[src/rtl/sd_boot_pkg.sv]
// sd_boot_pkg: shared types and constants for the SD boot loader.
//   - boot FSM state encoding
//   - sdhci register offsets and STATUS bit positions
//   - block size and EVB write-mask encodings
`ifndef EVB_MASK_W
`define EVB_MASK_W 2'b11
`endif
`ifndef EVB_MASK_DUMMY
`define EVB_MASK_DUMMY 2'b00
`endif

package sd_boot_pkg;

  typedef enum logic [3:0] {
    RESET,
    EN_WR,
    POLL_HI,
    POLL_LO,
    ADDR_WR,
    READ_WR,
    DONE,
    ERR_WR,
    FAIL
  } boot_state_e;

  localparam logic [3:0] REG_ADDRESS = 4'd0;
  localparam logic [3:0] REG_STATUS  = 4'd1;
  localparam logic [3:0] REG_READ    = 4'd2;

  localparam int STATUS_BUSY = 0;
  localparam int STATUS_EN   = 1;

  localparam logic [15:0] BLOCK_BYTES = 16'h0200;

  localparam logic [1:0] MASK_W     = `EVB_MASK_W;
  localparam logic [1:0] MASK_DUMMY = `EVB_MASK_DUMMY;

endpackage

[src/rtl/sd_boot_loader_if.sv]
// sd_boot_loader_if: EVB register command bus.
//   request/addr/wr_mask/wr_data : master -> slave, held until finish
//   finish                       : slave -> master, one-cycle completion
//   rd_data                      : slave -> master, valid with finish
interface sd_boot_loader_if;
  logic        request;
  logic [3:0]  addr;
  logic [1:0]  wr_mask;
  logic [31:0] wr_data;
  logic        finish;
  logic [31:0] rd_data;

  modport master (
    output request, addr, wr_mask, wr_data,
    input  finish, rd_data
  );

  modport slave (
    input  request, addr, wr_mask, wr_data,
    output finish, rd_data
  );
endinterface

[src/rtl/sd_boot_loader_cmd_master.sv]
// evb_cmd_master: issues one EVB register read or write at a time.
//   clk, rst        : clock, synchronous active-high reset
//   start           : launch a command when idle (ignored while busy)
//   cmd_addr/mask/data : command fields, captured on launch
//   request/addr/wr_mask/wr_data : registered bus outputs
//   finish, rd_data : bus completion and read data
//   done            : completion of the outstanding command
//   done_rd_data    : read data, valid together with done
//   busy            : a command is outstanding
module evb_cmd_master
  import sd_boot_pkg::*;
(
  input  logic        clk,
  input  logic        rst,
  input  logic        start,
  input  logic [3:0]  cmd_addr,
  input  logic [1:0]  cmd_wr_mask,
  input  logic [31:0] cmd_wr_data,
  output logic        request,
  output logic [3:0]  addr,
  output logic [1:0]  wr_mask,
  output logic [31:0] wr_data,
  input  logic        finish,
  input  logic [31:0] rd_data,
  output logic        done,
  output logic [31:0] done_rd_data,
  output logic        busy
);

  logic        request_reg;
  logic [3:0]  addr_reg;
  logic [1:0]  wr_mask_reg;
  logic [31:0] wr_data_reg;

  // A launch is only accepted while request is low, so the cycle after a
  // finish is always idle on the bus.
  always_ff @(posedge clk) begin
    if (rst) begin
      request_reg <= 1'b0;
      addr_reg    <= 4'd0;
      wr_mask_reg <= MASK_DUMMY;
      wr_data_reg <= 32'd0;
    end else if (request_reg) begin
      if (finish) request_reg <= 1'b0;
    end else if (start) begin
      request_reg <= 1'b1;
      addr_reg    <= cmd_addr;
      wr_mask_reg <= cmd_wr_mask;
      wr_data_reg <= cmd_wr_data;
    end
  end

  assign request      = request_reg;
  assign addr         = addr_reg;
  assign wr_mask      = wr_mask_reg;
  assign wr_data      = wr_data_reg;
  assign done         = request_reg & finish;
  assign done_rd_data = rd_data;
  assign busy         = request_reg;

endmodule

[src/rtl/sd_boot_loader.sv]
// sd_boot_loader: boot-time sequencer in front of sdhci.
//   Enables the card, waits for init, reads BLOCKS consecutive blocks into
//   TCM starting at LOAD_BASE, then hands the command port to the CPU.
//   clk, rst   : clock, synchronous active-high reset
//   sd_cmd     : command bus towards sdhci (master side)
//   host_cmd   : command bus from the CPU (slave side), stalled during boot
//   cpu_hold   : high until boot ends (pass or fail)
//   boot_done  : sticky, all blocks loaded
//   boot_error : sticky, a poll phase timed out
module sd_boot_loader
  import sd_boot_pkg::*;
#(
  parameter int          BLOCKS      = 64,
  parameter logic [31:0] START_BLOCK = 32'h0,
  parameter logic [15:0] LOAD_BASE   = 16'h0000,
  parameter logic [31:0] TIMEOUT     = 32'd50_000_000
) (
  input  logic              clk,
  input  logic              rst,
  sd_boot_loader_if.master  sd_cmd,
  sd_boot_loader_if.slave   host_cmd,
  output logic              cpu_hold,
  output logic              boot_done,
  output logic              boot_error
);

  boot_state_e state_reg, state_next;
  logic        phase_reg, phase_next;          // 0: init phase, 1: read phase
  logic [15:0] base_reg, base_next;
  logic [7:0]  remaining_reg, remaining_next;
  logic [31:0] timer_reg, timer_next;
  logic        cpu_hold_reg, boot_done_reg, boot_error_reg;

  logic        start;
  logic [3:0]  cmd_addr;
  logic [1:0]  cmd_wr_mask;
  logic [31:0] cmd_wr_data;
  logic        mst_request;
  logic [3:0]  mst_addr;
  logic [1:0]  mst_wr_mask;
  logic [31:0] mst_wr_data;
  logic        mst_done;
  logic [31:0] mst_rd_data;
  logic        mst_busy;
  logic        in_poll;
  logic        timeout_hit;
  logic        host_mode;

  evb_cmd_master u_master (
    .clk          (clk),
    .rst          (rst),
    .start        (start),
    .cmd_addr     (cmd_addr),
    .cmd_wr_mask  (cmd_wr_mask),
    .cmd_wr_data  (cmd_wr_data),
    .request      (mst_request),
    .addr         (mst_addr),
    .wr_mask      (mst_wr_mask),
    .wr_data      (mst_wr_data),
    .finish       (sd_cmd.finish),
    .rd_data      (sd_cmd.rd_data),
    .done         (mst_done),
    .done_rd_data (mst_rd_data),
    .busy         (mst_busy)
  );

  always_ff @(posedge clk) begin
    if (rst) begin
      state_reg      <= RESET;
      phase_reg      <= 1'b0;
      base_reg       <= LOAD_BASE;
      remaining_reg  <= 8'(BLOCKS);
      timer_reg      <= 32'd0;
      cpu_hold_reg   <= 1'b1;
      boot_done_reg  <= 1'b0;
      boot_error_reg <= 1'b0;
    end else begin
      state_reg      <= state_next;
      phase_reg      <= phase_next;
      base_reg       <= base_next;
      remaining_reg  <= remaining_next;
      timer_reg      <= timer_next;
      // Flags follow the state register so boot_done/boot_error and
      // cpu_hold all change on the edge that enters the terminal state.
      cpu_hold_reg   <= !(state_next == DONE || state_next == FAIL);
      boot_done_reg  <= (state_next == DONE);
      boot_error_reg <= (state_next == FAIL);
    end
  end

  assign in_poll = (state_reg == POLL_HI) || (state_reg == POLL_LO);
  // A timeout is only acted on between polls; an outstanding poll is
  // always allowed to finish first.
  assign timeout_hit = in_poll && !mst_busy && (timer_reg >= TIMEOUT);

  always_comb begin
    state_next     = state_reg;
    phase_next     = phase_reg;
    base_next      = base_reg;
    remaining_next = remaining_reg;
    start          = 1'b0;
    cmd_addr       = REG_STATUS;
    cmd_wr_mask    = MASK_DUMMY;
    cmd_wr_data    = 32'd0;

    case (state_reg)
      RESET: state_next = EN_WR;

      EN_WR: begin
        start       = 1'b1;
        cmd_wr_mask = MASK_W;
        cmd_wr_data = 32'h2;
        if (mst_done) begin
          phase_next = 1'b0;
          state_next = POLL_HI;
        end
      end

      POLL_HI: begin
        start = !timeout_hit;
        if (mst_done) begin
          if (mst_rd_data[STATUS_BUSY]) state_next = POLL_LO;
        end else if (timeout_hit) begin
          state_next = ERR_WR;
        end
      end

      POLL_LO: begin
        start = !timeout_hit;
        if (mst_done) begin
          if (!mst_rd_data[STATUS_BUSY]) begin
            if (!phase_reg) begin
              state_next = ADDR_WR;
            end else begin
              remaining_next = remaining_reg - 8'd1;
              state_next     = (remaining_reg == 8'd1) ? DONE : READ_WR;
            end
          end
        end else if (timeout_hit) begin
          state_next = ERR_WR;
        end
      end

      ADDR_WR: begin
        start       = 1'b1;
        cmd_addr    = REG_ADDRESS;
        cmd_wr_mask = MASK_W;
        cmd_wr_data = START_BLOCK;
        if (mst_done) state_next = READ_WR;
      end

      READ_WR: begin
        // sdhci advances its block address itself; only the TCM target moves.
        start       = 1'b1;
        cmd_addr    = REG_READ;
        cmd_wr_mask = MASK_W;
        cmd_wr_data = {16'h0, base_reg};
        if (mst_done) begin
          base_next  = base_reg + BLOCK_BYTES;
          phase_next = 1'b1;
          state_next = POLL_HI;
        end
      end

      ERR_WR: begin
        start       = 1'b1;
        cmd_wr_mask = MASK_W;
        cmd_wr_data = 32'h0;
        if (mst_done) state_next = FAIL;
      end

      DONE:    state_next = DONE;
      FAIL:    state_next = FAIL;
      default: state_next = RESET;
    endcase
  end

  // Poll timer restarts on every state change and only counts in poll states.
  always_comb begin
    if (state_next != state_reg) timer_next = 32'd0;
    else if (in_poll)            timer_next = timer_reg + 32'd1;
    else                         timer_next = timer_reg;
  end

  assign host_mode = !cpu_hold_reg;

  always_comb begin
    if (host_mode) begin
      sd_cmd.request   = host_cmd.request;
      sd_cmd.addr      = host_cmd.addr;
      sd_cmd.wr_mask   = host_cmd.wr_mask;
      sd_cmd.wr_data   = host_cmd.wr_data;
      host_cmd.finish  = sd_cmd.finish;
      host_cmd.rd_data = sd_cmd.rd_data;
    end else begin
      sd_cmd.request   = mst_request;
      sd_cmd.addr      = mst_addr;
      sd_cmd.wr_mask   = mst_wr_mask;
      sd_cmd.wr_data   = mst_wr_data;
      host_cmd.finish  = 1'b0;
      host_cmd.rd_data = 32'd0;
    end
  end

  assign cpu_hold   = cpu_hold_reg;
  assign boot_done  = boot_done_reg;
  assign boot_error = boot_error_reg;

endmodule
[src/flat_wrapper.sv]
// flat-port wrapper written by rule: the top's interface ports become plain ports
module sd_boot_loader_flat import sd_boot_pkg::*;
#(
  parameter int          BLOCKS      = 64,
  parameter logic [31:0] START_BLOCK = 32'h0,
  parameter logic [15:0] LOAD_BASE   = 16'h0000,
  parameter logic [31:0] TIMEOUT     = 32'd50_000_000
)
  (clk, rst, cpu_hold, boot_done, boot_error, sd_cmd_request, sd_cmd_addr, sd_cmd_wr_mask, sd_cmd_wr_data, sd_cmd_finish, sd_cmd_rd_data, host_cmd_request, host_cmd_addr, host_cmd_wr_mask, host_cmd_wr_data, host_cmd_finish, host_cmd_rd_data);
  sd_boot_loader_if sd_cmd_i ();
  sd_boot_loader_if host_cmd_i ();
  input  logic clk;
  input  logic rst;
  output logic cpu_hold;
  output logic boot_done;
  output logic boot_error;
  output wire logic [$bits(sd_cmd_i.request)-1:0] sd_cmd_request;
  output wire logic [$bits(sd_cmd_i.addr)-1:0] sd_cmd_addr;
  output wire logic [$bits(sd_cmd_i.wr_mask)-1:0] sd_cmd_wr_mask;
  output wire logic [$bits(sd_cmd_i.wr_data)-1:0] sd_cmd_wr_data;
  input wire logic [$bits(sd_cmd_i.finish)-1:0] sd_cmd_finish;
  input wire logic [$bits(sd_cmd_i.rd_data)-1:0] sd_cmd_rd_data;
  input wire logic [$bits(host_cmd_i.request)-1:0] host_cmd_request;
  input wire logic [$bits(host_cmd_i.addr)-1:0] host_cmd_addr;
  input wire logic [$bits(host_cmd_i.wr_mask)-1:0] host_cmd_wr_mask;
  input wire logic [$bits(host_cmd_i.wr_data)-1:0] host_cmd_wr_data;
  output wire logic [$bits(host_cmd_i.finish)-1:0] host_cmd_finish;
  output wire logic [$bits(host_cmd_i.rd_data)-1:0] host_cmd_rd_data;
  assign sd_cmd_request = sd_cmd_i.request;
  assign sd_cmd_addr = sd_cmd_i.addr;
  assign sd_cmd_wr_mask = sd_cmd_i.wr_mask;
  assign sd_cmd_wr_data = sd_cmd_i.wr_data;
  assign sd_cmd_i.finish = sd_cmd_finish;
  assign sd_cmd_i.rd_data = sd_cmd_rd_data;
  assign host_cmd_i.request = host_cmd_request;
  assign host_cmd_i.addr = host_cmd_addr;
  assign host_cmd_i.wr_mask = host_cmd_wr_mask;
  assign host_cmd_i.wr_data = host_cmd_wr_data;
  assign host_cmd_finish = host_cmd_i.finish;
  assign host_cmd_rd_data = host_cmd_i.rd_data;
  sd_boot_loader #(.BLOCKS(BLOCKS), .START_BLOCK(START_BLOCK), .LOAD_BASE(LOAD_BASE), .TIMEOUT(TIMEOUT)) u_core (.clk(clk), .rst(rst), .sd_cmd(sd_cmd_i), .host_cmd(host_cmd_i), .cpu_hold(cpu_hold), .boot_done(boot_done), .boot_error(boot_error));
endmodule
[config.mk]
export PLATFORM = sky130hd
export DESIGN_NAME = sd_boot_loader_flat
export DESIGN_NICKNAME = d
export VERILOG_FILES = /design/src/rtl/sd_boot_pkg.sv /design/src/rtl/sd_boot_loader_if.sv /design/src/rtl/sd_boot_loader_cmd_master.sv /design/src/rtl/sd_boot_loader.sv /design/src/flat_wrapper.sv
export SDC_FILE = /design/constraint.sdc
export NUM_CORES = 1
export LEC_CHECK = 0
export CORE_AREA = 2 2 92 94
export DETAILED_ROUTE_END_ITERATION = 8
export DIE_AREA = 0 0 94 96
export GPL_TIMING_DRIVEN = 0
export PLACE_DENSITY = 0.82
export RECOVER_POWER = 100
export SLEW_MARGIN = 20
export SYNTH_ARGS = -nofsm -noshare
export SYNTH_HDL_FRONTEND = slang
export SYNTH_SLANG_ARGS = --single-unit
[constraint.sdc]
create_clock -name clk -period 2.85 [get_ports clk]
set_input_delay 0.57 -clock clk [delete_from_list [all_inputs] [get_ports clk]]
set_output_delay 0.57 -clock clk [all_outputs]
set_load 0.05 [all_outputs]
==> run metrics <==
RR Startpoint=u_core.timer_reg[26]$_SDFFE_PP0N_; critical path start-end classification=flop to output port; number of inserted filler cells in the final layout=672; period utilisation layout=96.2%; most used standard cells in the synthesized netlist=dfxtp_1 (67), nor2b_1 (63), nor2_1 (58), nand2_1 (43), xor2_1 (24); most common cell in the synthesized netlist=dfxtp_1; Num Clock Sinks=67; pre-CTS setup slack=16.5 ps; wire length of the first global-routing pass=16900 µm; Power Dens Cells=371 nW/µm²; data arrival time of the critical path=2170 ps; fraction of power spent switching nets=23.7%; max FFs per register=32; maximum vdd ir drop=0.000292 V; share of post-route cells with drive strength above 1=5.07%; vias=3624; Placeable Area=8050 µm²; Routed WL per cell=15.4 µm; clock tree from TritonCTS=done; critical path endpoint=host_cmd_rd_data[4]; worst reg-to-reg setup slack=400 ps; htree depth=3; fraction of power consumed by combinational cells=13.7%; row count=33; worst-case setup margin in the final layout=107 ps; number of register bits inferred by synthesis=67; overall fraction of global-route tracks in use=24.0%; clk slew on worst S/H paths=70 ps; clock latency reported for the late side of the worst-skew pair=340 ps; proportion of netlist area held by the largest area contributor=36.1%; number of input and output port buffers inserted=147; r2r endpoint=u_core.u_master.wr_data[9]$_SDFFE_PP0P_; starting density of the core=46.1%; initial antenna violation count=0; Final Routed Wirelength=11100 µm; area overhead of the layout relative to synthesis=46.4%; slew at the pin closest to its max-slew limit=884 ps; portion of total power attributed to the clock network=39.1%; WP data required=2280 ps; proportion of synthesized chip area in sequential cells=36.1%; sequential share of power=47.2%; share of synthesized flip-flops with an asynchronous set or reset=0%; combined area of all synthesized cells=3710 µm²; max capacitance violation total=0; TritonRoute pass-1 iters=4; Worst Path Max Fanout=11; net count after synthesis=530; status=completed; Final min period=2740 ps; total clock buffers created by CTS=9; die outline width=94 µm; via count of the first global-routing pass=3511; Diodes inserted=0; unrepaired setup endpoints after global routing=no; final slew viol count=0; skew final=10.2 ps; area leader, netlist=dfxtp_1; number of vias per cell after detailed routing=5.05; master cell of the clock root buffer=clkbuf_8; P_sw=0.477 mW; post-CTS setup buffer count=0; number of top-level pins=149; pin count of the biggest net entering global routing=12; dpl hpwl=8720 µm; post-place instance area=5320 µm²; grt ovf=0; residual antenna-violating net count after detailed routing=0; DRC=0; synth top area cells=dfxtp_1 (36%), nor2b_1 (11%), nor2_1 (5.9%), xor2_1 (5.7%), xnor2_1 (4.5%); Syn. warnings=0; startpoint type of the worst setup path=flop; Slew headroom=40.9%; worst setup path startpoint=u_core.cpu_hold$_SDFF_PP1_; Min-Delay Path Class=flop to flop; cell count after synthesis=451; Total Die Area=9020 µm²; Final setup viols=0; worst reg-to-reg path cell count=6; synthesized area per cell=8.23 µm²; number of DRC markers after the initial detailed-route iteration=125; final estimated routing congestion in global placement=0.908; dominant register cell in the synthesized netlist=dfxtp_1; vertical die dimension=96 µm; Final Hold Vio Count=0; Static Leak=1.99 nW; achievable frequency=365 MHz; endpoint type of the worst setup path=output port; Final Net Count=687; cell internal power dissipation=1.54 mW; count of flip-flops with a built-in enable after synthesis=0; Non-Filler Cell Area, Final=5440 µm²; total negative slack for setup checks=0 ps; largest buffer count on any clock path=2; Yosys cell types=49
[layer usage]
layer / routed length, µm / vias up / share of wire [%] / GRT usage, %
met4: 99 / 0 / 0.89 / 5.68
li1: - / 1818 / - / -
met3: 858 / 11 / 7.8 / 10.1
met2: 5330 / 89 / 48 / 39.3
met5: 0 / - / 0 / 0
met1: 4780 / 1706 / 43 / 29.4
[power groups by stage]
stage | logic [mW] | registers [mW] | clock network [mW]
detailed placement | 0.287 | 0.973 | 0
global route | 0.296 | 0.952 | 0.847
finish | 0.276 | 0.951 | 0.788
floorplan | 0.144 | 0.971 | 0
global placement | 0.285 | 0.972 | 0
CTS | 0.287 | 0.951 | 0.808
[logic make-up (layout without fill, tap and decap cells)]
| family | after synthesis | in the layout | share of synthesized area [%] |
|---|---|---|---|
| AOI/OAI and AO/OA | 43 | 43 | 7.68 |
| xor gates and xnor gates | 43 | 43 | 10.1 |
| adders and majority gates | 5 | 5 | 1.69 |
| buffers and inverters | 34 | 195 | 4.11 |
| muxes | 18 | 18 | 5.22 |
| DFF | 67 | 67 | 36.1 |
| and+or+nand+nor | 241 | 241 | 35.0 |
[through the flow]
step                std cells  power [mW]  hold WS [ps]  util [%]
finish                    717        2.01           457      67.5
global route              717        2.09           483      67.5
CTS                       717        2.05           460      68.2
detailed placement        703        1.26           443      66.0
global placement          703        1.26           445      66.0
floorplan                 451        1.12           431         -
[repair_timing]
action,4_1_cts,5_1_grt
hold buffers,0,0
resized for setup,11,1
endpoints found under the setup margin,33,1
[worst min path at each step]
stage                                               end                                startpoint  slack, ps  cells past startpoint
2_1_floorplan  u_core.u_master.wr_data[10]$_SDFFE_PP0P_  u_core.u_master.wr_data[10]$_SDFFE_PP0P_        430                      2
3_3_place_gp   u_core.u_master.wr_data[15]$_SDFFE_PP0P_  u_core.u_master.wr_data[15]$_SDFFE_PP0P_        440                      2
3_5_place_dp   u_core.u_master.wr_data[13]$_SDFFE_PP0P_  u_core.u_master.wr_data[13]$_SDFFE_PP0P_        440                      2
4_1_cts        u_core.u_master.wr_data[13]$_SDFFE_PP0P_  u_core.u_master.wr_data[13]$_SDFFE_PP0P_        460                      2
5_1_grt        u_core.u_master.wr_data[14]$_SDFFE_PP0P_  u_core.u_master.wr_data[14]$_SDFFE_PP0P_        480                      2
6_report           u_core.u_master.addr[1]$_SDFFE_PP0P_      u_core.u_master.addr[1]$_SDFFE_PP0P_        460                      2
[area by class of cell]
class / instances / area (µm²) / share of cell area (%)
inverters: 11 / 41.3 / 0.759
repair buffers: 147 / 1450 / 26.7
clock inverters: 2 / 35.0 / 0.644
clock buffers: 13 / 159 / 2.92
multi-input cells: 350 / 2190 / 40.3
well taps: 105 / 131 / 2.42
plain buffers: 22 / 86.3 / 1.59
flip-flops and latches: 67 / 1340 / 24.7
[worst max-delay path, stage by stage (launching register included)]
cell             delay [ps]
dfxtp_1                 590
clkbuf_1                420
nor2b_1                 100
clkdlybuf4s50_1         730
[layout by cell type, fill, tap and decap left out, types with 9 or more instances in the layout]
master	n
nand3_1	12
clkdlybuf4s50_1	129
nor2b_1	63
xor2_1	24
clkbuf_1	22
inv_1	11
nor2_1	59
dfxtp_1	67
xnor2_1	19
a21oi_1	15
mux2_2	11
clkbuf_8	11
o21ai_0	14
nand2_1	43
and3_1	10
nor3_1	9
nand4_1	13
dlygate4sd2_1	10
Power figures use the tool's default switching activity.
